`config.mk`:
```
export PLATFORM = sky130hd
export DESIGN_NAME = urisc_core
export DESIGN_NICKNAME = d
export VERILOG_FILES = /design/src/rtl/urisc_pkg.sv /design/src/rtl/urisc_alu.sv /design/src/rtl/urisc_core.sv
export SDC_FILE = /design/constraint.sdc
export NUM_CORES = 1
export LEC_CHECK = 0
export ABC_AREA = 0
export CAP_MARGIN = 10
export CORE_MARGIN = 5
export CORE_UTILIZATION = 45
export CTS_BUF_LIST = sky130_fd_sc_hd__clkbuf_2 sky130_fd_sc_hd__clkbuf_4 sky130_fd_sc_hd__clkbuf_8
export DETAILED_ROUTE_END_ITERATION = 12
export GPL_TIMING_DRIVEN = 1
export PLACE_DENSITY = 0.65
export SETUP_SLACK_MARGIN = 0.3
export SLEW_MARGIN = 10
export SYNTH_ARGS = -nofsm -noshare
export SYNTH_HDL_FRONTEND = slang
export SYNTH_SLANG_ARGS = --single-unit
export TNS_END_PERCENT = 50
```
`constraint.sdc`:
```
create_clock -name clk -period 2.15 [get_ports clk]
set_input_delay 0.43 -clock clk [delete_from_list [all_inputs] [get_ports clk]]
set_output_delay 0.43 -clock clk [all_outputs]
set_load 0.02 [all_outputs]
```
`src/rtl/urisc_pkg.sv`:
```
// urisc_pkg -- shared types and constants for the subtract-and-branch-if-negative core. Rev 1.0
`default_nettype none

package urisc_pkg;

  localparam int DATA_W = 8;

  typedef logic [DATA_W-1:0] word_t;

  localparam word_t START_PC = 8'h01;
  localparam word_t HALT_PC  = 8'h00;

  typedef enum logic [2:0] {
    IDLE     = 3'd0,
    FETCH_A  = 3'd1,
    FETCH_B  = 3'd2,
    FETCH_C  = 3'd3,
    READ_OPA = 3'd4,
    READ_OPB = 3'd5,
    WRITE_B  = 3'd6,
    HALT     = 3'd7
  } state_t;

endpackage

`default_nettype wire

```
`src/rtl/urisc_alu.sv`:
```
// urisc_alu -- combinational 8-bit subtract with sign flag for the urisc core. Rev 1.0
`default_nettype none

module urisc_alu
  import urisc_pkg::*;
(
  input  logic [DATA_W-1:0] minuend,
  input  logic [DATA_W-1:0] subtrahend,
  output logic [DATA_W-1:0] diff,
  output logic              neg
);

  assign diff = minuend - subtrahend;
  assign neg  = diff[DATA_W-1];

endmodule

`default_nettype wire

```
`src/rtl/urisc_core.sv`:
```
// urisc_core -- single-instruction (subleq-style) processor driving a 128x8 RAM. Rev 1.0
// Optional instruction counter output enabled by defining URISC_ICOUNT_EN.
`default_nettype none

module urisc_core
  import urisc_pkg::*;
(
  input  logic              clk,
  input  logic              rst_n,
  output logic              CS,
  output logic              READ,
  output logic              WRITE,
  output logic [DATA_W-1:0] ADDRESS,
  output logic [DATA_W-1:0] WDATA,
  input  logic [DATA_W-1:0] RDATA,
  output logic              halted
`ifdef URISC_ICOUNT_EN
  ,
  output logic [15:0]       icount
`endif
);

  state_t              state;
  state_t              state_next;
  logic [DATA_W-1:0]   pc;
  logic [DATA_W-1:0]   a_addr;
  logic [DATA_W-1:0]   b_addr;
  logic [DATA_W-1:0]   c_addr;
  logic [DATA_W-1:0]   opa;
  logic [DATA_W-1:0]   diff_q;
  logic                neg_q;
  logic [DATA_W-1:0]   alu_diff;
  logic                alu_neg;
  logic [DATA_W-1:0]   pc_p1;
  logic [DATA_W-1:0]   pc_p2;
  logic [DATA_W-1:0]   pc_p3;

  assign pc_p1 = pc + 8'd1;
  assign pc_p2 = pc + 8'd2;
  assign pc_p3 = pc + 8'd3;

  // Operand B arrives on RDATA in READ_OPB; operand A was latched the cycle before.
  urisc_alu u_alu (
    .minuend    (RDATA),
    .subtrahend (opa),
    .diff       (alu_diff),
    .neg        (alu_neg)
  );

  always_ff @(posedge clk or negedge rst_n) begin
    if (!rst_n) begin
      state <= IDLE;
    end else begin
      state <= state_next;
    end
  end

  always_comb begin
    state_next = state;
    case (state)
      IDLE:     state_next = FETCH_A;
      FETCH_A:  state_next = (pc == HALT_PC) ? HALT : FETCH_B;
      FETCH_B:  state_next = FETCH_C;
      FETCH_C:  state_next = READ_OPA;
      READ_OPA: state_next = READ_OPB;
      READ_OPB: state_next = WRITE_B;
      WRITE_B:  state_next = FETCH_A;
      HALT:     state_next = HALT;
      default:  state_next = IDLE;
    endcase
  end

  always_ff @(posedge clk or negedge rst_n) begin
    if (!rst_n) begin
      pc     <= START_PC;
      a_addr <= '0;
      b_addr <= '0;
      c_addr <= '0;
      opa    <= '0;
      diff_q <= '0;
      neg_q  <= 1'b0;
    end else begin
      case (state)
        FETCH_A:  a_addr <= RDATA;
        FETCH_B:  b_addr <= RDATA;
        FETCH_C:  c_addr <= RDATA;
        READ_OPA: opa    <= RDATA;
        READ_OPB: begin
          diff_q <= alu_diff;
          neg_q  <= alu_neg;
        end
        WRITE_B:  pc <= neg_q ? c_addr : pc_p3;
        default: ;
      endcase
    end
  end

  // Moore output decode; the halt-marker read at PC==0 is still a real RAM read.
  always_comb begin
    READ    = 1'b0;
    WRITE   = 1'b0;
    ADDRESS = '0;
    WDATA   = '0;
    case (state)
      FETCH_A: begin
        READ    = 1'b1;
        ADDRESS = pc;
      end
      FETCH_B: begin
        READ    = 1'b1;
        ADDRESS = pc_p1;
      end
      FETCH_C: begin
        READ    = 1'b1;
        ADDRESS = pc_p2;
      end
      READ_OPA: begin
        READ    = 1'b1;
        ADDRESS = a_addr;
      end
      READ_OPB: begin
        READ    = 1'b1;
        ADDRESS = b_addr;
      end
      WRITE_B: begin
        WRITE   = 1'b1;
        ADDRESS = b_addr;
        WDATA   = diff_q;
      end
      default: ;
    endcase
  end

  assign CS     = READ | WRITE;
  assign halted = (state == HALT);

`ifdef URISC_ICOUNT_EN
  always_ff @(posedge clk or negedge rst_n) begin
    if (!rst_n) begin
      icount <= 16'h0000;
    end else if ((state == WRITE_B) && (icount != 16'hFFFF)) begin
      icount <= icount + 16'h0001;
    end
  end
`endif

endmodule

`default_nettype wire

```
## Word-level counts from Yosys, hierarchy flattened

Index checks and enable logic that the tools add are counted.

- Add/subtract/negate cells: 4
- Multiply operators: 0
- Divide/modulo/power cells: 0
- Magnitude comparators: 0
- Eq/ne operators: 7
- Shift-type cells: 0
- Mux-type cells: 7
- Bitwise operators: 1
- Reductions and logical operators: 5

Operators by type and width:

| operator | number |
|---|---|
| case mux 8 bit (5 select lines) | 1 |
| case mux 3 bit (7 select lines) | 1 |
| adder 8 x 2 -> 8 bit, second input constant | 2 |
| two-way mux 8 bit | 2 |
| == test 3 bit, second input constant | 4 |
| adder 8 x 1 -> 8 bit, second input constant | 1 |
| zero test 8 bit | 1 |
| subtractor 8 bit | 1 |
| == test 3 x 2 -> 1 bit, second input constant | 2 |
| OR reduction 5 bit | 1 |
| OR reduction 2 bit | 2 |
| == test 3 x 1 -> 1 bit, second input constant | 1 |
| zero test 3 bit | 1 |
| two-way mux 3 bit | 1 |
| two-way mux 1 bit | 2 |
| OR 1 bit | 1 |

- Flip-flop bits (word level): 52
- Bits in latches: 0
- Bits in writable memories: 0
- Bits in read-only memories: 0
- Bits of input ports: 10
- Output and inout bits: 20
- Logic and storage cells: 32
- Memories kept: 0

## Logic depth before layout (Yosys ltp)

- Word-level depth: 4
- Gate-level depth with buffers: 8
- Mapped depth without buffers: 7

## Modules after synthesis

A second synthesis with hierarchy kept.

- Cell total of the unflattened synthesis: 350
- Area, all modules: 3245.6 um2

Modules (own cells, without submodules):

| module | times used | cells each | area each (um2) | seq. area each (um2) |
|---|---|---|---|---|
| urisc_core | 1 | 306 | 2906.5 | 1302.5 |
| urisc_alu | 1 | 44 | 339.1 | 0.0 |

## Worst setup path after synthesis

OpenSTA, ideal clock, no wires.

- Path kind: register to output
- From: register (tool-made name)
- To: output ADDRESS[6]
- Arrival time: 1591 ps
- Data required time: 1720 ps
- Slack: 129 ps
- Stages on the path, launching flop included: 6
- Path buffers: 2
- Cells stage by stage: dfrtp_1 -> buf_2 -> and3b_2 -> buf_6 -> a22oi_2 -> o311ai_1

RTL lines:

| item | RTL line | text |
|---|---|---|
| end, declared | urisc_core.sv:13 | `output logic [DATA_W-1:0] ADDRESS,` |

## Final worst setup path

- From: register state[0]
- To: output ADDRESS[2]

- Cells in the longest elaborated chain, start to end: 3
- Elaborated cells between the ends (all ways): 8
- Classes of those cells: 6 x eq/ne; 1 x mux; 1 x reduce/logical

RTL lines:

| item | RTL line | text |
|---|---|---|
| start, declared | urisc_core.sv:23 | `state_t state;` |
| start signal, assigned | urisc_core.sv:54 | `state <= state_next;` |
| == test 3 bit | urisc_core.sv:104 | `case (state)` |
| OR reduction 2 bit (no source line) | n/a |  |
| case mux 8 bit (5 select lines) (*) | urisc_core.sv:104 |  |

Mark *: on every way between the ends. The rest lies on a longest branch, timed or not.

==> results.yml <==
die:
  fp.dieW_um: 94.52
  initial_utilization_pct: 46.79
  die-height_um: 94.52
  die_area_mm2: 0.008933
  rows: 30
  coreArea_mm2: 0.006869
  pin_count: 30
clock_network:
  cts_buffers: 5
  ctsLongestPathBuffers: 2
  cts_tree: "built"
  clk_latency_ps: 310
  cts.sinks: 51
  clkSlewWorstSetupHoldPaths_ps: 100
  h-tree-depth: 2
  root_buffer: "clkbuf_8"
synth:
  syn_inst: 328
  synth_edf_count: 0
  synth_area_per_cell_um2: 9.800
  yosysTopAreaCell: "dfrtp_1"
  ys_top_cells_by_area: "dfrtp_1 39%, mux2_1 7.7%, ha_1 4.7%, o21ai_0 3.6%, nand2_1 3.5%"
  synth_ff_type: "dfrtp_1"
  async_flop_share_pct: 100.0
  ys_types: 63
  yosysTopAreaCellShare_pct: 38.93
  syn-cell-area_mm2: 0.003214
  ys_warn_count: 0
  ys_seq_area_share_pct: 39.74
  syn-num-nets: 351
  synth-seq-cells: 51
placement:
  dp_hpwl_mm: 6.052
  gp_congestion: 0.8873
  dpl_worst_slack_ps: -263.1
  port-buffer-count: 29
timing:
  slew_violations: 0
  report.final.hold_viol_count: 0
  rsz0062_at_grt: "yes"
  timing.fmax_mhz: 431.8
  fin_crit_ps: 2316
  worst_slack_ps: -165.8
  period_share_pct: 107.7
  clock_skew_ps: 12.65
  relSlewSlack_pct: 61.24
  worst_pin_slew_ps: 581.4
  setup_viol: 8
global_routing:
  overflow: 0
  grt_usage_pct: 19.99
  grt_max_degree: 33
  grt_pass1_wl_mm: 13.72
  grt_pass1_vias: 2706
  antenna_found_initial: 0
critical_path:
  crit_type: "flip-flop to primary output"
  crit_fanout: 8
  endpoint_kind: "primary output"
  reg2reg_slack_ps: 220
  cp.arrival_ps: 1890
  r2r_cells: 7
  cp_data_required_time_ps: 1720
  start_kind: "flip-flop"
routing:
  wire_per_inst_um: 17.12
  drtIter0Drc: 150
  avgViaCountPerCell: 5.505
  antenna_left: 0
  detail_route.first_pass.iterations: 4
  drc_errors: 0
  vias: 2780
  wirelength_mm: 8.647
final_layout:
  area_delta_synth_final_pct: 34.57
  nNetsFinal: 431
  final_common_cell: "buf_4"
  antenna_cells: 0
  layout-drive-gt1-share_pct: 35.21
  mostFrequentLayoutCells: "61 x buf_4, 45 x dfrtp_1, 29 x nand2_1"
status:
  violations: "negative setup slack"
  status: "complete, but fails checks"
flow_run:
  max-cap-violations: 0
min_path:
  hold_path_class: "input port to async pin"
power:
  power.density_mw_per_mm2: 411.2
  power.total_mw: 1.779
  ir_worst_vdd_uv: 318.6
  p_leak_nw: 2.046
-- metal layers --
| layer | routed length (um) | vias up | global-route usage, % | part of all wire [%] |
|---|---|---|---|---|
| li1 | - | 1348 | - | - |
| met4 | 111 | 0 | 4.928 | 1.3 |
| met5 | 0 | - | 0 | 0 |
| met2 | 4228 | 53 | 32.51 | 49 |
| met1 | 3977 | 1366 | 27.75 | 46 |
| met3 | 330 | 13 | 3.426 | 3.8 |
-- cells by family after synthesis --
group,Yosys count,share of synthesized area [%]
and+or+nand+nor,102,18.26
xor gates and xnor gates,3,0.8176
buffers and inverters,39,6.695
AOI/OAI and AO/OA,88,18.26
muxes,32,10.94
adders and majority gates,13,5.294
DFF,51,39.74
-- per-stage QoR --
| stage | TNS (ps) | util, % | instances | hold WS (ps) | area (um^2) |
|---|---|---|---|---|---|
| after floorplan | 0 | - | 328 | 134.4 | 3222 |
| after global placement | -1865 | 57.16 | 488 | 416.9 | 3926 |
| after detailed placement | -2054 | 57.16 | 488 | 424.9 | 3926 |
| after CTS | -907.2 | 60.51 | 499 | 77.93 | 4156 |
| after global routing | -1694 | 62.97 | 505 | 103.1 | 4325 |
| final | -971.0 | 62.97 | 505 | 72.69 | 4325 |
-- worst max-delay path, cell delays in order (launching register included) --
cell and delay (ps):
dfrtp_2 490, nor3b_4 300, buf_4 160, buf_4 110, a21oi_2 50, a21oi_1 180, a221o_1 170, buf_6 120
-- layout make-up --
class,count,area [um^2]
fill,586,2544
multi-input combinational,238,1909
sequential,51,1284
timing repair buffer,97,838.3
tap,96,120.1
clock buffer,5,68.82
inverter,15,61.31
clock inverter,3,43.79
-- report_power, final --
group | internal, mW | switching [mW] | leakage, nW
logic | 0.0524 | 0.0596 | 1.39
clock network | 0.347 | 0.343 | 0.0581
registers | 0.971 | 0.00635 | 0.594
-- what timing repair did --
item / CTS / global route
endpoints found under the setup margin: 26 / 26
pin swaps: 9 / 16
hold buffers: 0 / 0
buffers inserted: 3 / 6
resized for setup: 108 / 34
-- path summary, 6_finish.rpt --
check | start | end
setup / recovery | state[0] | ADDRESS[2]
hold / removal | rst_n | c_addr[1]
setup reg to reg | state[0] | diff_q[7]
hold reg to reg | diff_q[4] | diff_q[4]
max in group asynchronous | rst_n | pc[0]
min in group clk | diff_q[4] | diff_q[4]
-- sequential cells by signal, indices dropped and copies added, names as in the netlist, named ones only --
register / count
a_addr: 8
b_addr: 8
c_addr: 8
diff_q: 8
opa: 8
pc: 8
state: 2
-- cells in the mapped netlist (3+ instances only) --
cell       number
a211oi_1        6
a21oi_1        19
nand2_1        30
clkbuf_1        5
o21ai_1         5
nor2_1          9
mux2_1         22
o21ai_0        23
buf_6           6
nor2b_1         7
nand3_1         6
nand2b_1        6
o2bb2ai_1       6
o211ai_1        3
nor3_1          7
dfrtp_1        50
nor3b_1         5
mux2_2          3
and3_1         10
inv_1          14
ha_1           12
buf_2          10
nor4b_1         4
mux2i_1         7
(Power assumes the default switching activity.)
